$ cat config.mk
export PLATFORM = sky130hd
export DESIGN_NAME = mem_instr_data_arbiter
export DESIGN_NICKNAME = d
export VERILOG_FILES = /design/src/rtl/mem_arb_pkg.sv /design/src/rtl/mem_arb_id_fifo.sv /design/src/rtl/mem_instr_data_arbiter.sv
export SDC_FILE = /design/constraint.sdc
export NUM_CORES = 1
export LEC_CHECK = 0
export CAP_MARGIN = 30
export CORE_AREA = 2 2 109 111
export DETAILED_ROUTE_END_ITERATION = 10
export DIE_AREA = 0 0 111 113
export PLACE_DENSITY = 0.63
export SLEW_MARGIN = 5
export SYNTH_ARGS = -nofsm -noshare
export SYNTH_HDL_FRONTEND = slang
export SYNTH_SLANG_ARGS = --single-unit
$ cat constraint.sdc
create_clock -name clk_i -period 3.2 [get_ports clk_i]
set_clock_uncertainty 0.2 [all_clocks]
set_input_delay 0.64 -clock clk_i [delete_from_list [all_inputs] [get_ports clk_i]]
set_output_delay 0.64 -clock clk_i [all_outputs]
set_load 0.01 [all_outputs]
$ cat src/rtl/mem_arb_pkg.sv
// Shared types for the instr/data MEM arbiter: FSM states and transaction owner IDs.
package mem_arb_pkg;

  typedef enum logic [1:0] {
    IDLE   = 2'd0,
    LOCK_I = 2'd1,
    LOCK_D = 2'd2
  } arb_state_t;

  typedef enum logic {
    OWNER_INSTR = 1'b0,
    OWNER_DATA  = 1'b1
  } owner_t;

  function automatic owner_t flip_owner(input owner_t o);
    return (o == OWNER_INSTR) ? OWNER_DATA : OWNER_INSTR;
  endfunction

endpackage

$ cat src/rtl/mem_arb_id_fifo.sv
// In-order FIFO of owner IDs for granted-but-unanswered transactions.
module mem_arb_id_fifo
  import mem_arb_pkg::*;
#(
  parameter int unsigned DEPTH = 4
) (
  input  logic   clk_i,
  input  logic   rst_i,
  input  logic   push_i,
  input  owner_t push_id_i,
  input  logic   pop_i,
  output logic   full_o,
  output logic   empty_o,
  output owner_t head_o
);

  localparam int unsigned PW = $clog2(DEPTH);
  localparam logic [PW:0] FULL_CNT = (PW + 1)'(DEPTH);

  owner_t          mem_q [DEPTH];
  logic [PW-1:0]   wr_ptr_q;
  logic [PW-1:0]   rd_ptr_q;
  logic [PW:0]     count_q;
  logic            do_push;
  logic            do_pop;

  assign full_o  = (count_q == FULL_CNT);
  assign empty_o = (count_q == '0);
  assign head_o  = mem_q[rd_ptr_q];
  assign do_push = push_i & ~full_o;
  // A pop on an empty FIFO is a spurious response and leaves the state alone.
  assign do_pop  = pop_i & ~empty_o;

  // Storage, pointers and occupancy
  always_ff @(posedge clk_i) begin
    if (rst_i) begin
      wr_ptr_q <= '0;
      rd_ptr_q <= '0;
      count_q  <= '0;
    end else begin
      if (do_push) begin
        mem_q[wr_ptr_q] <= push_id_i;
        wr_ptr_q        <= wr_ptr_q + 1'b1;
      end
      if (do_pop) begin
        rd_ptr_q <= rd_ptr_q + 1'b1;
      end
      case ({do_push, do_pop})
        2'b10:   count_q <= count_q + 1'b1;
        2'b01:   count_q <= count_q - 1'b1;
        default: count_q <= count_q;
      endcase
    end
  end

endmodule

$ cat src/rtl/mem_instr_data_arbiter.sv
// Round-robin arbiter sharing one MEM master port between instr and data ports.
// Optional feature: define MEM_ARB_PERF_EN for per-owner saturating grant counters.
module mem_instr_data_arbiter
  import mem_arb_pkg::*;
#(
  parameter int unsigned ADDR_WIDTH      = 32,
  parameter int unsigned DATA_WIDTH      = 32,
  parameter int unsigned MAX_OUTSTANDING = 4
) (
  input  logic                    clk_i,
  input  logic                    rst_i,
  input  logic                    instr_mem_req,
  output logic                    instr_mem_gnt,
  output logic                    instr_mem_valid,
  input  logic [ADDR_WIDTH-1:0]   instr_mem_addr,
  output logic [DATA_WIDTH-1:0]   instr_mem_rdata,
  input  logic                    data_mem_req,
  input  logic                    data_mem_we,
  output logic                    data_mem_gnt,
  output logic                    data_mem_valid,
  input  logic [ADDR_WIDTH-1:0]   data_mem_addr,
  input  logic [DATA_WIDTH/8-1:0] data_mem_be,
  input  logic [DATA_WIDTH-1:0]   data_mem_wdata,
  output logic [DATA_WIDTH-1:0]   data_mem_rdata,
  output logic                    mem_req,
  output logic                    mem_we,
  input  logic                    mem_gnt,
  input  logic                    mem_valid,
  output logic [ADDR_WIDTH-1:0]   mem_addr,
  output logic [DATA_WIDTH/8-1:0] mem_be,
  output logic [DATA_WIDTH-1:0]   mem_wdata,
  input  logic [DATA_WIDTH-1:0]   mem_rdata,
`ifdef MEM_ARB_PERF_EN
  output logic [31:0]             instr_grant_cnt_o,
  output logic [31:0]             data_grant_cnt_o,
`endif
  output logic                    err_o
);

  arb_state_t state_q;
  owner_t     rr_q;
  owner_t     sel;
  owner_t     head_id;
  logic       req_ok;
  logic       fifo_full;
  logic       fifo_empty;
  logic       handshake;
  logic       resp_ok;

  // Owner selection: round-robin in IDLE, pinned to the locked owner otherwise
  always_comb begin
    sel    = OWNER_INSTR;
    req_ok = 1'b0;
    case (state_q)
      IDLE: begin
        if (instr_mem_req && data_mem_req) begin
          sel    = rr_q;
          req_ok = 1'b1;
        end else if (data_mem_req) begin
          sel    = OWNER_DATA;
          req_ok = 1'b1;
        end else if (instr_mem_req) begin
          sel    = OWNER_INSTR;
          req_ok = 1'b1;
        end else begin
          sel    = rr_q;
          req_ok = 1'b0;
        end
      end
      LOCK_I: begin
        sel    = OWNER_INSTR;
        req_ok = instr_mem_req;
      end
      LOCK_D: begin
        sel    = OWNER_DATA;
        req_ok = data_mem_req;
      end
      default: begin
        sel    = OWNER_INSTR;
        req_ok = 1'b0;
      end
    endcase
  end

  // Full gating deliberately ignores a same-cycle pop to keep the path short.
  assign mem_req   = req_ok & ~fifo_full & ~rst_i;
  assign handshake = mem_req & mem_gnt;

  // Shared-port payload mux
  always_comb begin
    if (sel == OWNER_DATA) begin
      mem_addr  = data_mem_addr;
      mem_we    = data_mem_we;
      mem_be    = data_mem_be;
      mem_wdata = data_mem_wdata;
    end else begin
      mem_addr  = instr_mem_addr;
      mem_we    = 1'b0;
      mem_be    = '1;
      mem_wdata = '0;
    end
  end

  assign instr_mem_gnt   = handshake & (sel == OWNER_INSTR);
  assign data_mem_gnt    = handshake & (sel == OWNER_DATA);
  assign resp_ok         = mem_valid & ~fifo_empty & ~rst_i;
  assign instr_mem_valid = resp_ok & (head_id == OWNER_INSTR);
  assign data_mem_valid  = resp_ok & (head_id == OWNER_DATA);
  assign instr_mem_rdata = mem_rdata;
  assign data_mem_rdata  = mem_rdata;

  mem_arb_id_fifo #(
    .DEPTH(MAX_OUTSTANDING)
  ) u_id_fifo (
    .clk_i    (clk_i),
    .rst_i    (rst_i),
    .push_i   (handshake),
    .push_id_i(sel),
    .pop_i    (mem_valid),
    .full_o   (fifo_full),
    .empty_o  (fifo_empty),
    .head_o   (head_id)
  );

  // Arbitration FSM, round-robin pointer and sticky spurious-response flag
  always_ff @(posedge clk_i) begin
    if (rst_i) begin
      state_q <= IDLE;
      rr_q    <= OWNER_INSTR;
      err_o   <= 1'b0;
    end else begin
      if (mem_valid && fifo_empty) begin
        err_o <= 1'b1;
      end
      if (handshake) begin
        rr_q <= flip_owner(rr_q);
      end
      case (state_q)
        IDLE: begin
          if (mem_req && !mem_gnt) begin
            state_q <= (sel == OWNER_DATA) ? LOCK_D : LOCK_I;
          end
        end
        LOCK_I, LOCK_D: begin
          // A dropped request while locked is abandoned without a push.
          if (handshake || !req_ok) begin
            state_q <= IDLE;
          end
        end
        default: state_q <= IDLE;
      endcase
    end
  end

`ifdef MEM_ARB_PERF_EN
  // Saturating per-owner handshake counters
  always_ff @(posedge clk_i) begin
    if (rst_i) begin
      instr_grant_cnt_o <= 32'd0;
      data_grant_cnt_o  <= 32'd0;
    end else begin
      if (instr_mem_gnt && (instr_grant_cnt_o != 32'hFFFF_FFFF)) begin
        instr_grant_cnt_o <= instr_grant_cnt_o + 32'd1;
      end
      if (data_mem_gnt && (data_grant_cnt_o != 32'hFFFF_FFFF)) begin
        data_grant_cnt_o <= data_grant_cnt_o + 32'd1;
      end
    end
  end
`endif

endmodule

# Word-level counts from Yosys, hierarchy flattened
# Memories as Yosys holds them, arrays and structs flattened. A register that Yosys moved wholly into a read port is not among the register bits.
# Index checks and enable logic that the tools add are counted.
# totals
reg_bits	11
latchBits	0
mem_bits_rw	4
mem_bits_ro	0
output_inout_bits	139
elab_cells	67
mem_count	1
# classes
n_addsub	4
multipliers	0
div	0
magnitude_cmp	0
eq_ne	7
n_shift	0
n_mux	23
n_bitwise	15
n_reduce_logical	11
# memory_table
name	depth	width	rd	rd_ports_with_merged_regs	wr	line_no	source
u_id_fifo.mem_q	4	1	1	1	1	mem_arb_id_fifo.sv:20	owner_t mem_q [DEPTH];
# op_table
operator	n
32-bit two-way mux	2
1-bit two-way mux	11
1-bit AND	10
2-bit two-way mux	5
3-bit case mux with 2 select lines	1
1-bit NOT	5
2-bit by 1-bit adder with 2-bit output, second input constant	2
2-bit by 1-bit equality test with 1-bit output, second input constant	2
2-bit equality test, second input constant	2
4-bit two-way mux	1
2-bit != test, second input constant	2
2-bit case mux with 2 select lines	1
3-bit by 1-bit adder with 3-bit output, second input constant	1
3-bit equality test, second input constant	1
1-bit logical AND	3
3-bit zero test	1
1-bit case mux with 3 select lines	1
3-bit by 1-bit subtractor with 3-bit output, second input constant	1
1-bit zero test	2
2-bit zero test	1
1-bit case mux with 2 select lines	1
2-bit AND reduction	1
2-bit nonzero test	1
2-bit OR reduction	1
1-bit logical OR	1

# Logic depth before layout (Yosys ltp)
# logic_depth
ltp_word	11
depth_mapped	12

# Hierarchy
# Synthesis repeated with hierarchy kept, for this count alone.
# unflattened
cells_unflattened	239
area_unflattened_um2	2224.6
# by_module_without_submodules
module	n_inst	cells_each	area_per_inst_um2	seq_area_each_um2
mem_instr_data_arbiter	1	180	1590.3	80.1
mem_arb_id_fifo	1	59	634.4	300.3

# Worst setup path before layout
# No wires, ideal clock.
# synth_timing
path_type	register -> register
from	register state_q[0]
to	register u_id_fifo.count_q[2]
setup_time_ps	71
arrival_ps	2598
slack_ps	331
path_stages_with_launch	13
n_path_buf	0
period_less_slack_ps	2869
cell_sequence	dfxtp_1 > inv_1 > ha_1 > o21ai_1 > a2111o_1 > clkinv_1 > nand2_1 > ha_1 > inv_1 > fa_1 > xor2_1 > or3_1 > a21oi_1
# synth_between
elab_chain_len	8
# synth_rtl
element	line_no	source
from (decl)	mem_instr_data_arbiter.sv:40	arb_state_t state_q;
from (signal assigned)	mem_instr_data_arbiter.sv:141	state_q <= (sel == OWNER_DATA) ? LOCK_D : LOCK_I;
2-bit equality test, or another cell as far along	mem_instr_data_arbiter.sv:54	case (state_q)
1-bit case mux with 3 select lines *	mem_instr_data_arbiter.sv:54	
1-bit AND * (2 in series)	mem_instr_data_arbiter.sv:86	assign mem_req = req_ok & ~fifo_full & ~rst_i;
via mem_req	mem_instr_data_arbiter.sv:25	output logic mem_req,
1-bit AND *	mem_instr_data_arbiter.sv:87	assign handshake = mem_req & mem_gnt;
1-bit AND *	mem_arb_id_fifo.sv:30	assign do_push = push_i & ~full_o;
2-bit by 1-bit equality test with 1-bit output or 2-bit equality test (tied branches)	mem_arb_id_fifo.sv:48	case ({do_push, do_pop})
3-bit case mux with 2 select lines or 2-bit nonzero test (tied branches)	--	
to (signal assigned)	mem_arb_id_fifo.sv:49	2'b10: count_q <= count_q + 1'b1;
to (signal assigned)	mem_arb_id_fifo.sv:50	2'b01: count_q <= count_q - 1'b1;
to (signal assigned)	mem_arb_id_fifo.sv:51	default: count_q <= count_q;
to (decl)	mem_arb_id_fifo.sv:23	logic [PW:0] count_q;
# The timed path passes the listed nets; every way through them passes the cells marked *.
# A chain may end at the register's enable or synchronous reset.

# Worst setup path in the final report
# layout_timing
from	input instr_mem_req
to	output mem_addr[11]
# layout_between
elab_chain_len	5
# layout_rtl
element	line_no	source
from (decl)	mem_instr_data_arbiter.sv:12	input logic instr_mem_req,
1-bit two-way mux	mem_instr_data_arbiter.sv:62	end else if (instr_mem_req) begin
1-bit two-way mux	mem_instr_data_arbiter.sv:59	end else if (data_mem_req) begin
1-bit two-way mux *	mem_instr_data_arbiter.sv:56	if (instr_mem_req && data_mem_req) begin
1-bit case mux with 2 select lines *	mem_instr_data_arbiter.sv:54	
32-bit two-way mux *	mem_instr_data_arbiter.sv:91	if (sel == OWNER_DATA) begin
to (decl)	mem_instr_data_arbiter.sv:29	output logic [ADDR_WIDTH-1:0] mem_addr,
# Every way passes the cells marked *; elsewhere a longest branch is shown, timed or not.

==> run_results.csv <==
group,metric,value,unit
synth,synth_top_flop_cell,"dfxtp_1",
setup_path,worst-setup-path-type,"input pin to primary output",
synth,ys_seq_elements,17,
final_layout,fin_cells,505,
timing,fin_crit_sh,0.965,
setup_path,required,2.36,ns
grt,grt-ovfl-total,0,
placed_design,dp_cells,496,
final_layout,drive_gt1_frac,0.182,
die,start_util,0.190,
route,first_pass_iters,4,
pwr,pwr-share-comb,0.711,
clock_tree,cts_tree,"done",
synth,syn_avg_cell_area,9.14,µm²
pwr,p_int,0.00122,W
setup_path,critPathTopFamily,"buffers and inverters",
setup_path,crit_top_cell,"dlygate4sd2_1",
die,rows,39,
outcome,run_status,"complete, no violations",
placed_design,placed_area,3690,µm²
synth,synth_top_area_share,0.225,
setup_path,path_buf_inv,5,
pwr,seq_power_share,0.156,
clock_tree,hold_buffers,0,
setup_path,crit_slowest_cell,"maj3_2",
clock_tree,h-tree-depth,1,
die,die_w,111,µm
setup_path,crit_chain,"dlygate4sd2_1 -> inv_1 -> maj3_2 -> a21oi_4 -> inv_6 -> buf_12 -> mux2_4 -> dlygate4sd2_1",
synth,synth-edff-count,4,
synth,netlist_area,2140,µm²
final_layout,design_area,3820,µm²
timing,clock.fmax,0.324,GHz
placed_design,dpl.hpwl,6850,µm
worst_hold_path,min_path_type,"register to register",
timing,slew_violations,0,
timing,hold_ws,0.278,ns
die,core_area,11300,µm²
synth,syn_inst,234,
timing,tightest_slew,0.297,ns
setup_path,cp-end-kind,"primary output",
timing,setup_viol,0,
clock_tree,cts.path.max_buffers,2,
pwr,power.density,502,nW/µm²
route,routed_via_density,3.98,
final_layout,fin_nets,512,
synth,synth_top_cell_by_area,"buf_4",
setup_path,startpoint_type,"input pin",
grt,grt_pass1_vias,2030,
clock_tree,worstSkewPairLatency,0.25,ns
timing,slew_headroom,0.800,
route,drc,0,
grt,grt_max_degree,24,
route,drt_iter0_markers,96,
synth,ys_types,35,
placed_design,io_buffers,181,
synth,yosysSeqAreaShare,0.178,
die,dieArea,12500,µm²
clock_tree,clockRootBuffer,"clkbuf_16",
route,vias,2010,
route,antenna_left,0,
clock_tree,cts_inserted_buffers,3,
timing,hold_viol_final,0,
timing,period_needed,3.09,ns
pwr,switching_share,0.364,
setup_path,worstPathArrival,2.25,ns
synth,syn-num-nets,383,
die,io_pins,278,
clock_tree,cts_sinks,17,
grt,grt_pass1_wl,12100,µm
route,routed_wl,8140,µm
setup_path,crit_fanout,11,
placed_design,post-place-ws,-0.457,ns
clock_tree,clk_pin_slew,0.05,ns
grt,grtUsageTotal,0.123,
final_layout,diodes,0,
pwr,vdd_drop_max,0.000202,V
synth,async_flop_share,0,
route,drt-wirelength-per-cell,16.1,µm
die,die_h,113,µm
pwr,p_sw,0.000699,W
synth,synth.area.top_cells,"buf_4 (22%), mux2_4 (21%), dfxtp_1 (12%)",
synth,synth_warnings,0,
job,drv_cap,0,
pwr,p_clk_frac,0.133,
final_layout,area_growth,78.8,%
timing,worst_slack,0.111,ns
grt,antenna_found_initial,0,
pwr,p_leak,1.69,nW
timing,rsz0062_at_grt,"false",
setup_path,slowest_delay,0.32,ns
placed_design,gp_congestion,0.840,
==> layer usage <==
| metal | global-route usage | vias up | wire (µm) |
|---|---|---|---|
| li1 | - | 964 | - |
| met1 | 0.148 | 880 | 3150 |
| met2 | 0.208 | 117 | 3860 |
| met3 | 0.0348 | 49 | 834 |
| met4 | 0.0475 | 0 | 297 |
| met5 | 0 | - | 0 |
==> what timing repair did <==
| item | in CTS | in global routing |
|---|---|---|
| setup buffers | 3 | 0 |
| pin swaps | 2 | 0 |
| gates cloned | 2 | 0 |
| endpoints found under the setup margin | 72 | 2 |
| gates resized for setup | 102 | 4 |
==> worst reg2reg max path, cell delays in order (launching register included) <==
cell	delay (ns)
dfxtp_1	0.35
inv_1	0.10
ha_4	0.20
o21ai_1	0.23
a2111o_1	0.21
clkinv_1	0.08
nand2_1	0.10
buf_4	0.11
ha_1	0.17
inv_1	0.06
fa_1	0.37
xor2_1	0.16
or3_1	0.30
a21oi_1	0.14
==> final timing paths <==
path                                     from                   end  slack [ns]  cells after the start
worst min-delay path                    err_o                 err_o        0.28                      2
worst max-delay path            instr_mem_req          mem_addr[11]        0.11                      8
worst max register to register     state_q[1]  u_id_fifo.count_q[2]        0.35                     13
worst min register to register          err_o                 err_o        0.28                      2
==> kinds of logic after synthesis <==
family / after synthesis / synth area share
buf+inv: 85 / 0.272
compound gates: 20 / 0.0626
mux: 33 / 0.232
xor+xnor: 4 / 0.0164
fa+ha+maj: 11 / 0.0667
simple gates: 64 / 0.173
flops: 17 / 0.178
==> power by group through the flow <==
stage               registers (W)  clock network [W]  logic, W
floorplan                0.000298                  0  0.000784
CTS                      0.000300           0.000258   0.00137
finish                   0.000299           0.000254   0.00136
detailed placement       0.000304                  0   0.00138
global placement         0.000302                  0   0.00136
global route             0.000306           0.000270   0.00147
==> area by class of cell <==
class / instances / area [µm²]
clock buffer: 3 / 75.1
timing repair buffer: 197 / 1930
fill: 1148 / 7450
clock inverter: 1 / 7.51
sequential: 17 / 380
multi-input combinational: 132 / 1200
inverter: 12 / 50.0
tap: 143 / 179
==> synth_stat cells (all sizes together), types with 2 or more instances <==
library cell  number
and3               4
nand3              3
inv               11
clkbuf             6
ha                 9
nand2b             5
nor3b              2
nor2              10
mux2              32
or3                2
nand2              2
buf               67
a21oi              8
xor2               3
o32ai              2
o21ai              6
edfxtp             4
a2111o             2
and2              33
dfxtp             13
nor3               2
==> placed cells by master, fill, tap and decap left out, drive strengths merged, types with 2 or more instances in the layout <==
| cell type | count |
|---|---|
| buf | 18 |
| a21oi | 8 |
| ha | 9 |
| clkbuf | 3 |
| and3 | 4 |
| nor3b | 2 |
| or3 | 2 |
| mux2 | 32 |
| o32ai | 2 |
| clkdlybuf4s50 | 108 |
| clkdlybuf4s15 | 12 |
| dfxtp | 13 |
| nor3 | 2 |
| a2111o | 2 |
| inv | 11 |
| nand2 | 2 |
| edfxtp | 4 |
| nand3 | 3 |
| xor2 | 3 |
| dlygate4sd2 | 58 |
| o21ai | 6 |
| nor2 | 10 |
| and2 | 33 |
| nand2b | 5 |
==> metrics by stage <==
step                power (W)  TNS (ns)  utilization
floorplan             0.00108         0            -
global placement      0.00166    -24.12        0.327
detailed placement    0.00168    -26.12        0.327
CTS                   0.00193         0        0.338
global route          0.00205         0        0.339
finish                0.00192         0        0.339
(Power assumes the default switching activity.)
